==> src/rtl/ysyx_25040129_axi_arb.sv <==
// ysyx_25040129_axi_arb: 2-to-1 AXI4 arbiter sharing io_master between the
// IFU (m0, read-only) and the LSU (m1, read/write).
// Reads are arbitrated per burst. Writes come only from m1. An m1 read is
// held back while any m1 write is pending, so it never overtakes that write.
// Optional macro AXI_ARB_FIXED_PRIO_EN: on a read tie the LSU always wins.
// Without the macro, ties are broken round-robin.
module ysyx_25040129_axi_arb #(
    parameter int ADDR_W = 32,
    parameter int DATA_W = 32
) (
    input  logic                  clock,
    input  logic                  reset,
    // m0: IFU read
    input  logic                  m0_arvalid,
    input  logic [ADDR_W-1:0]     m0_araddr,
    input  logic [7:0]            m0_arlen,
    output logic                  m0_arready,
    output logic                  m0_rvalid,
    output logic [DATA_W-1:0]     m0_rdata,
    output logic [1:0]            m0_rresp,
    output logic                  m0_rlast,
    input  logic                  m0_rready,
    // m1: LSU read
    input  logic                  m1_arvalid,
    input  logic [ADDR_W-1:0]     m1_araddr,
    input  logic [7:0]            m1_arlen,
    output logic                  m1_arready,
    output logic                  m1_rvalid,
    output logic [DATA_W-1:0]     m1_rdata,
    output logic [1:0]            m1_rresp,
    output logic                  m1_rlast,
    input  logic                  m1_rready,
    // m1: LSU write
    input  logic                  m1_awvalid,
    input  logic [ADDR_W-1:0]     m1_awaddr,
    output logic                  m1_awready,
    input  logic                  m1_wvalid,
    input  logic [DATA_W-1:0]     m1_wdata,
    input  logic [DATA_W/8-1:0]   m1_wstrb,
    output logic                  m1_wready,
    output logic                  m1_bvalid,
    output logic [1:0]            m1_bresp,
    input  logic                  m1_bready,
    // downstream read
    output logic                  s_arvalid,
    output logic [ADDR_W-1:0]     s_araddr,
    output logic [7:0]            s_arlen,
    input  logic                  s_arready,
    input  logic                  s_rvalid,
    input  logic [DATA_W-1:0]     s_rdata,
    input  logic [1:0]            s_rresp,
    input  logic                  s_rlast,
    output logic                  s_rready,
    // downstream write
    output logic                  s_awvalid,
    output logic [ADDR_W-1:0]     s_awaddr,
    input  logic                  s_awready,
    output logic                  s_wvalid,
    output logic [DATA_W-1:0]     s_wdata,
    output logic [DATA_W/8-1:0]   s_wstrb,
    output logic                  s_wlast,
    input  logic                  s_wready,
    input  logic                  s_bvalid,
    input  logic [1:0]            s_bresp,
    output logic                  s_bready
);

    typedef enum logic [1:0] {R_IDLE, R_ADDR, R_DATA} rd_state_t;
    typedef enum logic {W_IDLE, W_RESP} wr_state_t;

    rd_state_t r_rd_state, w_rd_state_nxt;
    wr_state_t r_wr_state, w_wr_state_nxt;
    logic      r_grant, w_grant_nxt;          // 0 = m0, 1 = m1
    logic      r_aw_done, w_aw_done_nxt;
    logic      r_w_done, w_w_done_nxt;
    logic      r_en;                          // low during reset and the first cycle after
    logic      w_m0_elig, w_m1_elig, w_pick_m1;
    logic      w_ar_sel_valid, w_r_sel_ready;

    // An m1 read must wait while any part of an m1 write is pending or in flight
    assign w_m0_elig = m0_arvalid;
    assign w_m1_elig = m1_arvalid & (r_wr_state == W_IDLE) & ~m1_awvalid & ~m1_wvalid
                     & ~r_aw_done & ~r_w_done;

`ifdef AXI_ARB_FIXED_PRIO_EN
    assign w_pick_m1 = w_m1_elig;
`else
    logic r_last_grant;                       // 1 = m1 was granted last
    assign w_pick_m1 = w_m1_elig & (~w_m0_elig | ~r_last_grant);

    // Remember the last read winner for round-robin tie breaking
    always_ff @(posedge clock or posedge reset) begin
        if (reset) begin
            r_last_grant <= 1'b1;
        end else if (r_rd_state == R_IDLE && (w_m0_elig || w_m1_elig)) begin
            r_last_grant <= w_pick_m1;
        end
    end
`endif

    // Data paths are plain muxes or wires; only handshakes are gated
    assign s_araddr = r_grant ? m1_araddr : m0_araddr;
    assign s_arlen  = r_grant ? m1_arlen  : m0_arlen;
    assign m0_rdata = s_rdata;
    assign m0_rresp = s_rresp;
    assign m0_rlast = s_rlast;
    assign m1_rdata = s_rdata;
    assign m1_rresp = s_rresp;
    assign m1_rlast = s_rlast;
    assign s_awaddr = m1_awaddr;
    assign s_wdata  = m1_wdata;
    assign s_wstrb  = m1_wstrb;
    assign s_wlast  = 1'b1;
    assign m1_bresp = s_bresp;

    // State registers for both FSMs
    always_ff @(posedge clock or posedge reset) begin
        if (reset) begin
            r_rd_state <= R_IDLE;
            r_wr_state <= W_IDLE;
            r_grant    <= 1'b0;
            r_aw_done  <= 1'b0;
            r_w_done   <= 1'b0;
            r_en       <= 1'b0;
        end else begin
            r_rd_state <= w_rd_state_nxt;
            r_wr_state <= w_wr_state_nxt;
            r_grant    <= w_grant_nxt;
            r_aw_done  <= w_aw_done_nxt;
            r_w_done   <= w_w_done_nxt;
            r_en       <= 1'b1;
        end
    end

    // Read FSM: arbitrate in R_IDLE, forward address, then forward data until rlast
    always_comb begin
        w_rd_state_nxt = r_rd_state;
        w_grant_nxt    = r_grant;
        s_arvalid      = 1'b0;
        m0_arready     = 1'b0;
        m1_arready     = 1'b0;
        m0_rvalid      = 1'b0;
        m1_rvalid      = 1'b0;
        s_rready       = 1'b0;
        w_ar_sel_valid = r_grant ? m1_arvalid : m0_arvalid;
        w_r_sel_ready  = r_grant ? m1_rready  : m0_rready;
        case (r_rd_state)
            R_IDLE: begin
                if (w_m0_elig || w_m1_elig) begin
                    w_grant_nxt    = w_pick_m1;
                    w_rd_state_nxt = R_ADDR;
                end
            end
            R_ADDR: begin
                s_arvalid = w_ar_sel_valid;
                if (r_grant) m1_arready = s_arready;
                else         m0_arready = s_arready;
                if (w_ar_sel_valid && s_arready) w_rd_state_nxt = R_DATA;
            end
            R_DATA: begin
                s_rready = w_r_sel_ready;
                if (r_grant) m1_rvalid = s_rvalid;
                else         m0_rvalid = s_rvalid;
                if (s_rvalid && w_r_sel_ready && s_rlast) w_rd_state_nxt = R_IDLE;
            end
            default: w_rd_state_nxt = R_IDLE;
        endcase
    end

    // Write FSM: accept AW and W in any order, then pass the B response back
    always_comb begin
        w_wr_state_nxt = r_wr_state;
        w_aw_done_nxt  = r_aw_done;
        w_w_done_nxt   = r_w_done;
        s_awvalid      = 1'b0;
        m1_awready     = 1'b0;
        s_wvalid       = 1'b0;
        m1_wready      = 1'b0;
        m1_bvalid      = 1'b0;
        s_bready       = 1'b0;
        case (r_wr_state)
            W_IDLE: begin
                if (r_en) begin
                    s_awvalid     = m1_awvalid & ~r_aw_done;
                    m1_awready    = s_awready  & ~r_aw_done;
                    s_wvalid      = m1_wvalid  & ~r_w_done;
                    m1_wready     = s_wready   & ~r_w_done;
                    w_aw_done_nxt = r_aw_done | (m1_awvalid & s_awready);
                    w_w_done_nxt  = r_w_done  | (m1_wvalid  & s_wready);
                    if (w_aw_done_nxt && w_w_done_nxt) begin
                        w_wr_state_nxt = W_RESP;
                        w_aw_done_nxt  = 1'b0;
                        w_w_done_nxt   = 1'b0;
                    end
                end
            end
            W_RESP: begin
                m1_bvalid = s_bvalid;
                s_bready  = m1_bready;
                if (s_bvalid && m1_bready) w_wr_state_nxt = W_IDLE;
            end
            default: w_wr_state_nxt = W_IDLE;
        endcase
    end

endmodule
==> config.mk <==
export PLATFORM = sky130hd
export DESIGN_NAME = ysyx_25040129_axi_arb
export DESIGN_NICKNAME = d
export VERILOG_FILES = /design/src/rtl/ysyx_25040129_axi_arb.sv
export SDC_FILE = /design/constraint.sdc
export NUM_CORES = 1
export LEC_CHECK = 0
export ABC_AREA = 1
export BUFFER_PORTS_ARGS = -buffer_cell sky130_fd_sc_hd__buf_4
export CORE_AREA = 2 2 152 154
export CTS_CLUSTER_DIAMETER = 30
export CTS_CLUSTER_SIZE = 14
export DETAILED_ROUTE_END_ITERATION = 6
export DIE_AREA = 0 0 154 156
export PLACE_DENSITY_LB_ADDON = 0.1
export SYNTH_ARGS = -nofsm -noshare
export SYNTH_HDL_FRONTEND = slang
export SYNTH_SLANG_ARGS = --single-unit
==> constraint.sdc <==
create_clock -name clock -period 2.1 [get_ports clock]
set_input_delay 0.105 -clock clock [delete_from_list [all_inputs] [get_ports clock]]
set_output_delay 0.105 -clock clock [all_outputs]
set_load 0.02 [all_outputs]
==> metrics.md, run 1 <==
| Metric | Value |
|---|---|
| Dominant cell by count in the synthesized netlist | buf_4 |
| Worst setup path class | reg2out |
| Startpoint of the most critical register-to-register path | r_grant$_DFFE_PP0P_ |
| DRC violations left | 0 |
| Length of the first detailed-routing pass in iterations | 4 |
| Net count reported at finish | about 560 |
| Die outline area | approximately 24000 um^2 |
| Global-route wire length before repair | ~12 mm |
| Max Clock Skew | approximately 0.0035 ns |
| Register cell area after layout | 203 um^2 |
| Portion of synthesized cell area occupied by the leading cell type | 0.521 |
| EDFF count, synth | 0 |
| Sort of element at the end of the critical path | output port |
| Vias per cell | ~3.0 |
| Mapped Cells | ~350 |
| Required time at the endpoint of the critical path | 2.00 ns |
| Post-cts repair resize count | 0 |
| Setup WS post-layout | 0.362 ns |
| Async set or reset register ratio after synthesis | 1.00 |
| Hold Crit Endpoint | r_rd_state[1]$_DFFE_PP0P_ |
| Core region area | 22400 um^2 |
| Final count of hold timing violations | 0 |
| Post-layout minimum cycle time | between 1.5 and 2 ns |
| Hold path start | s_arready |
| Total overflow reported by the global router | 0 |
| Unrepaired setup endpoints after global routing | no |
| Number of buffer and inverter stages on the critical path | 2 |
| Sinks on Clock Net | 8 |
| Capture instance of the worst register-to-register path | r_rd_state[1]$_DFFE_PP0P_ |
| Clock slew at the register clock pins of the worst setup and hold paths | approximately 0.040 ns |
| Final antenna diode count | 0 |
| Cell area after synthesis | around 2100 um^2 |
| Total number of vias | between 1500 and 2000 |
| PnR Total Power | 2.60 mW |
| Antenna violations before repair | 0 |
| P per Cell Area | between 1000 and 1500 nW/um^2 |
| Setup Slack @ Placement | between 0.5 and 0.6 ns |
| Routed Antenna Nets | 0 |
| Arrival time of data at the critical path endpoint | 1.63 ns |
| Delay contributed by the slowest stage of the critical path | roughly 0.48 ns |
| Number of max-capacitance violations reported | 0 |
| Final number of setup-violating endpoints | 0 |
| Deepest level of the CTS H-tree | 1 |
| Routability cong. | 0.715 |
| Global Route Usage Sum | 0.0687 |
| Area of the multi-input gates | about 710 um^2 |
| Setup slack of the worst register-to-register path | roughly 0.66 ns |
| Cell leakage power | 1.43 nW |
| Growth of design area from synthesis to finish | 22.4% |
| Pin count of the biggest net entering global routing | 47 |
| Relative slew margins | 0.618 |
| Critical path's slowest cell | buf_4 |
| CTS tree | done |
| Cell at the root of the clock tree | clkbuf_16 |
| Starting Density | 0.0935 |
| Proportion of layout cells with a drive suffix above 1 | 0.454 |
| Max FO, Critical Path | 46 |
| Port Buffer Count | 148 |
| Syn_area_per_cell | about 6 um^2 |
| Reg2reg path depth | 4 |
| Vias in the first global route | between 1500 and 2000 |
| Clock latency of the later-clocked register in the worst-skew pair | around 0.23 ns |
| Worst hold path stage count | 3 |
| Status | finished, final reports clean |
| Most used flip-flop cell after synthesis | dfrtp_1 |
| Post-synthesis sequential area ratio | 0.0963 |
| Pins Over Slew Limit | 0 |
| Wirelength per Cell | ~14 um |
| Number of buffers on the longest clock path | 2 |
| # rows | 55 |
| Aggregate negative setup slack | 0 ns |
| Kind of start point of the critical path | flop |
| Path type of the worst min-delay path | in2reg |
| Largest area contributor in the synthesized netlist | buf_4 |
| Total routed wirelength | between 9 and 10 mm |
| Cell occurring most often along the worst timing path | buf_4 |
| Distinct cell type count after synthesis | 20 |
| Largest delay contributor family on the critical path | buffers and inverters |
| Die height | roughly 160 um |
| Top cells by area in the synthesized netlist | buf_4, nand2_1, dfrtp_1 |
| Number of synthesized register bits | 8 |
| Hpwl dp | 7.78 mm |
| Boundary Pins | between 300 and 400 |
| Inserted Clock Buffers | 3 |
| Worst Tran Pin Value | between 0.5 and 0.6 ns |
| Die width | about 150 um |
| Critical Path, Cell by Cell | buf_4, o21ai_0, nor2_1, buf_4 |
| Peak supply drop | 0.311 mV |
| Total of fill cells in the finished design | roughly 2600 |
| Highest achievable clock rate | ~0.58 GHz |
| Post-route fraction of the period consumed by the critical path | 0.828 |
| Top cells by count, synth | buf_4, nand2_1, inv_1 |
| Ys Warns | 0 |
| DRT iter0 DRCs | 84 |
## registers in the layout (all words and copies together) (netlist names)
name          cells
r_rd_state        2
r_aw_done         1
r_en              1
r_grant           1
r_last_grant      1
r_w_done          1
r_wr_state        1
## final cells by class
cell class / instances / share of cell area
Clock buffer: 4 / 0.0308
Inverter: 18 / 0.0264
Timing Repair Buffer: 151 / 0.449
Sequential cell: 8 / 0.0792
Multi-Input combinational cell: 174 / 0.276
Tap cell: 285 / 0.139
## worst max-delay path by stage
stage	startpoint	depth (start not counted)	slack (ns)	end
floorplan	r_grant$_DFFE_PP0P_	2	0.97	m0_arready
global placement	r_grant$_DFFE_PP0P_	4	0.56	s_rready
detailed placement	r_grant$_DFFE_PP0P_	4	0.60	s_rready
CTS	r_grant$_DFFE_PP0P_	4	0.34	s_rready
global route	r_grant$_DFFE_PP0P_	4	0.24	s_rready
finish	r_grant$_DFFE_PP0P_	4	0.36	s_rready
## cells by family after synthesis
family | Yosys count | share of synthesized area
AO/OA/AOI/OAI | 9 | 0.0299
buffers and inverters | 168 | 0.568
flip-flops | 8 | 0.0964
other | 1 | 0.00179
AND/OR/NAND/NOR | 163 | 0.304
## worst reg2reg max path: stages, from the launching register on
cell     delay [ns]
dfrtp_2        0.35
buf_4          0.48
o21ai_0        0.27
o21ai_1        0.17
nand2_1        0.06
## power breakdown
part,switching [mW],total [mW],internal [mW]
sequential,0.0443,0.264,0.220
combinational,1.23,2.00,0.771
clock,0.0821,0.336,0.254
total,1.35,2.60,1.24
## timing repair
action / in CTS / in global routing
hold buffers: 1 / 0
endpoints found under the hold margin: 7 / 0
buffers inserted: 0 / 0
## cell usage in the layout, fill, tap and decap left out, types with 2 or more instances in the layout
cell type    n
conb_1       2
inv_2        2
nand3_1      5
buf_4      149
a21oi_1      2
nand2_1    143
clkbuf_16    3
inv_1       16
nor3_1       6
o21ai_0      3
nor2_1       7
dfrtp_1      6
## through the flow
stage / cells / hold slack [ns] / area, um^2 / utilization
after floorplan: 350 / -0.0801 / 2090 / -
after global placement: 635 / 0.0989 / 2470 / 0.110
after detailed placement: 635 / 0.107 / 2470 / 0.110
after CTS: 640 / 0.168 / 2560 / 0.114
after global routing: 640 / 0.179 / 2560 / 0.114
final: 640 / 0.151 / 2560 / 0.114
## layer usage
metal	part of all wire	track usage
met5	0	0
met4	0.035	0.0271
met3	0.17	0.0456
met2	0.50	0.125
met1	0.29	0.0595
(Power assumes the default switching activity.)
==> run 2: changes to the inputs <==
Settings changed: ABC_AREA 1 to 0, CORE_AREA 2 2 152 154 to 2 2 151 153, DIE_AREA 0 0 154 156 to 0 0 153 155.
Clock period 2.1 ns to 1.4 ns, I/O delays scaled along.
==> run 2 against run 1 <==
Against the previous run: the flow now finishes with violations (setup timing); clock power is 49% higher; utilization is 2.2 points higher; design area is 18% higher; non-clock buffer count is 9 higher; critical path depth stayed put; global-route usage is 0.85 points lower; die area is 1.3% lower; routed wire length is 9.2% lower; sequential share of layout area is 1.2 points lower; worst setup slack worse by 0.44 ns; cell count is 15% lower.
==> metrics.md, run 2 <==
| Metric | Value |
|---|---|
| Worst setup path class | reg2out |
| Setup WS post-layout | -0.0814 ns |
| Routability cong. | slightly below 0.7 |
| Max FFs per register | 2 |
| Hpwl dp | about 6.6 mm |
| Port Buffer Count | 148 |
| Largest delay contributor family on the critical path | buffers and inverters |
| Hold path start | m0_arvalid |
| Async set or reset register ratio after synthesis | 1.00 |
| Syn_area_per_cell | roughly 8.5 um^2 |
| Setup Slack @ Placement | around 0.076 ns |
| Worst hold path stage count | 3 |
| Global Route Usage Sum | 0.0601 |
| Highest achievable clock rate | roughly 0.68 GHz |
| Growth of design area from synthesis to finish | 48.4% |
| Ys Warns | 0 |
| Post-route fraction of the period consumed by the critical path | 1.06 |
| Die outline area | approximately 24000 um^2 |
| Deepest level of the CTS H-tree | 1 |
| Delay contributed by the slowest stage of the critical path | 0.42 ns |
| Mapped Cells | around 240 |
| Most common cell after layout, fill and taps aside | buf_4 |
| Inserted Clock Buffers | 3 |
| Dominant cell by count in the synthesized netlist | buf_4 |
| Wirelength per Cell | approximately 15 um |
| Critical Path, Cell by Cell | buf_6, buf_12, mux2_4, buf_4 |
| P per Cell Area | approximately 1600 nW/um^2 |
| Antenna violations before repair | 0 |
| Area of all placed cells without fillers | 3020 um^2 |
| Final antenna diode count | 0 |
| Core region area | approximately 22000 um^2 |
| Largest area contributor in the synthesized netlist | buf_4 |
| Portion of synthesized cell area occupied by the leading cell type | 0.534 |
| Setup slack of the worst register-to-register path | 0.12 ns |
| Hold Crit Endpoint | r_rd_state[0]$_DFFE_PP0P_ |
| Number of buffers on the longest clock path | 2 |
| DRT iter0 DRCs | 58 |
| Required time at the endpoint of the critical path | about 1.3 ns |
| Pin count of the biggest net entering global routing | 12 |
| Reg2reg path depth | 4 |
| Max FO, Critical Path | 5 |
| PnR Total Power | between 4 and 5 mW |
| EDFF count, synth | 0 |
| Arrival time of data at the critical path endpoint | ~1.4 ns |
| Post-layout minimum cycle time | 1.48 ns |
| Starting Density | 0.0917 |
| Kind of start point of the critical path | flop |
| Commonest non-fill, non-tap cells in the layout | buf_4, buf_6, mux2_4 |
| Most used flip-flop cell after synthesis | dfrtp_1 |
| Critical path's slowest cell | dfrtp_2 |
| Sinks on Clock Net | 8 |
| Peak supply drop | approximately 0.4 mV |
| Distinct cell type count after synthesis | 28 |
| Total of fill cells in the finished design | 2531 |
| Total overflow reported by the global router | 0 |
| Top cells by area in the synthesized netlist | buf_4, mux2_2, dfrtp_1 |
| Share of the core filled with cells in the final layout | 0.136 |
| Violations in the final reports | setup timing |
| Cell at the root of the clock tree | clkbuf_16 |
| Worst-case hold slack | between 0.1 and 0.15 ns |
| Proportion of layout cells with a drive suffix above 1 | 0.848 |
| CTS tree | done |
| Length of the first detailed-routing pass in iterations | 2 |
| Die height | 155 um |
| Boundary Pins | about 390 |
| Aggregate negative setup slack | -2.30 ns |
| Startpoint of the most critical register-to-register path | r_grant$_DFFE_PP0P_ |
| Number of max-capacitance violations reported | 0 |
| Routed Antenna Nets | 0 |
| Status | complete, but fails checks |
| Total routed wirelength | 8.18 mm |
| Cell Count, Final, Fillers Out | about 540 |
| DRC violations left | 0 |
| Number of synthesized register bits | 8 |
| Clock latency of the later-clocked register in the worst-skew pair | ~0.23 ns |
| Final number of setup-violating endpoints | 42 |
| Cell area after synthesis | 2040 um^2 |
| Total number of vias | ~1500 |
| Net count reported at finish | roughly 460 |
| Max Clock Skew | 0.00243 ns |
| Capture instance of the worst register-to-register path | r_rd_state[1]$_DFFE_PP0P_ |
| Vias per cell | 2.83 |
| # rows | 55 |
| Most flop-heavy register | r_rd_state |
| Number of buffer and inverter stages on the critical path | 3 |
| Global-route wire length before repair | between 10 and 15 mm |
| Final count of hold timing violations | 0 |
| Pins Over Slew Limit | 0 |
| Clock slew at the register clock pins of the worst setup and hold paths | approximately 0.040 ns |
| Vias in the first global route | roughly 1700 |
| Die width | 153 um |
| Sort of element at the end of the critical path | output port |
| Top cells by count, synth | buf_4, mux2_2, dfrtp_1, nor3b_1, nand2_1 |
| Cell Count Post-Placement | 528 |
| Cell leakage power | roughly 1.4 nW |
| Path type of the worst min-delay path | in2reg |
| Post-synthesis sequential area ratio | 0.0988 |
| DP Area | approximately 2400 um^2 |
| Unrepaired setup endpoints after global routing | yes |
run 2: changes by cell type after synthesis, moves of 3 or more:
| cell | delta |
|---|---|
| mux2_2 | +41 |
| nor3b_1 | +7 |
| nor2_1 | -3 |
| nand2_1 | -138 |
| inv_1 | -15 |
| and2_1 | +3 |
| nor3_1 | -4 |
| o21ai_0 | -3 |
| nand3_1 | -4 |
run 2: cells by family (layout without fill, tap and decap cells):
logic type | Yosys count | after routing | share of synthesized area
simple gates | 31 | 31 | 0.0958
flops | 8 | 8 | 0.0988
compound gates | 8 | 8 | 0.0258
other cells | 1 | 2 | 0.00184
buf+inv | 149 | 165 | 0.546
mux | 42 | 42 | 0.231
run 2: final cells by class:
class | count | area (um^2) | share of cell area
sequential | 8 | 204 | 0.0674
timing repair buffer | 160 | 1490 | 0.491
tap | 285 | 357 | 0.118
multi-input combinational | 83 | 896 | 0.296
clock buffer | 4 | 78.8 | 0.0261
inverter | 1 | 3.75 | 0.00124
run 2: report_power, final:
part           internal, mW  leakage (nW)  total (mW)  switching (mW)
registers             0.337        0.0971       0.454           0.117
clock network         0.380        0.0382       0.500           0.120
logic                  2.21          1.23        3.86            1.65
run 2: worst max path at each step:
stage                         start      endpoint  slack (ns)  depth (start not counted)
2_1_floorplan  r_wr_state$_DFF_PP0_    m1_awready        0.11                          3
3_3_place_gp    r_grant$_DFFE_PP0P_     m0_rvalid        0.09                          3
3_5_place_dp    r_grant$_DFFE_PP0P_  s_araddr[28]        0.08                          3
4_1_cts         r_grant$_DFFE_PP0P_      s_rready       -0.11                          4
5_1_grt         r_grant$_DFFE_PP0P_      s_rready       -0.13                          4
6_report        r_grant$_DFFE_PP0P_  s_araddr[28]       -0.08                          4
run 2: worst register-to-register path: stages (launching register included):
cell and delay, ns:
dfrtp_2 0.42, buf_6 0.15, mux2_4 0.31, and3_1 0.19, o32ai_1 0.12
run 2: layer usage:
metal  vias up  routed length, um  global-route usage
met3        10               1250              0.0432
met2       180               4250               0.112
met5         -                  0                   0
li1        675                  -                   -
met1       668               2660              0.0555
met4         0                 31             0.00529
run 2: repair_timing:
item                                    CTS  global route
endpoints found under the setup margin   48            47
pin swaps                                 1             3
buffers inserted                          4             0
hold endpoints to repair                  7             0
hold buffers                              1             0
gates resized for setup                  61            31
cloned                                    3             2
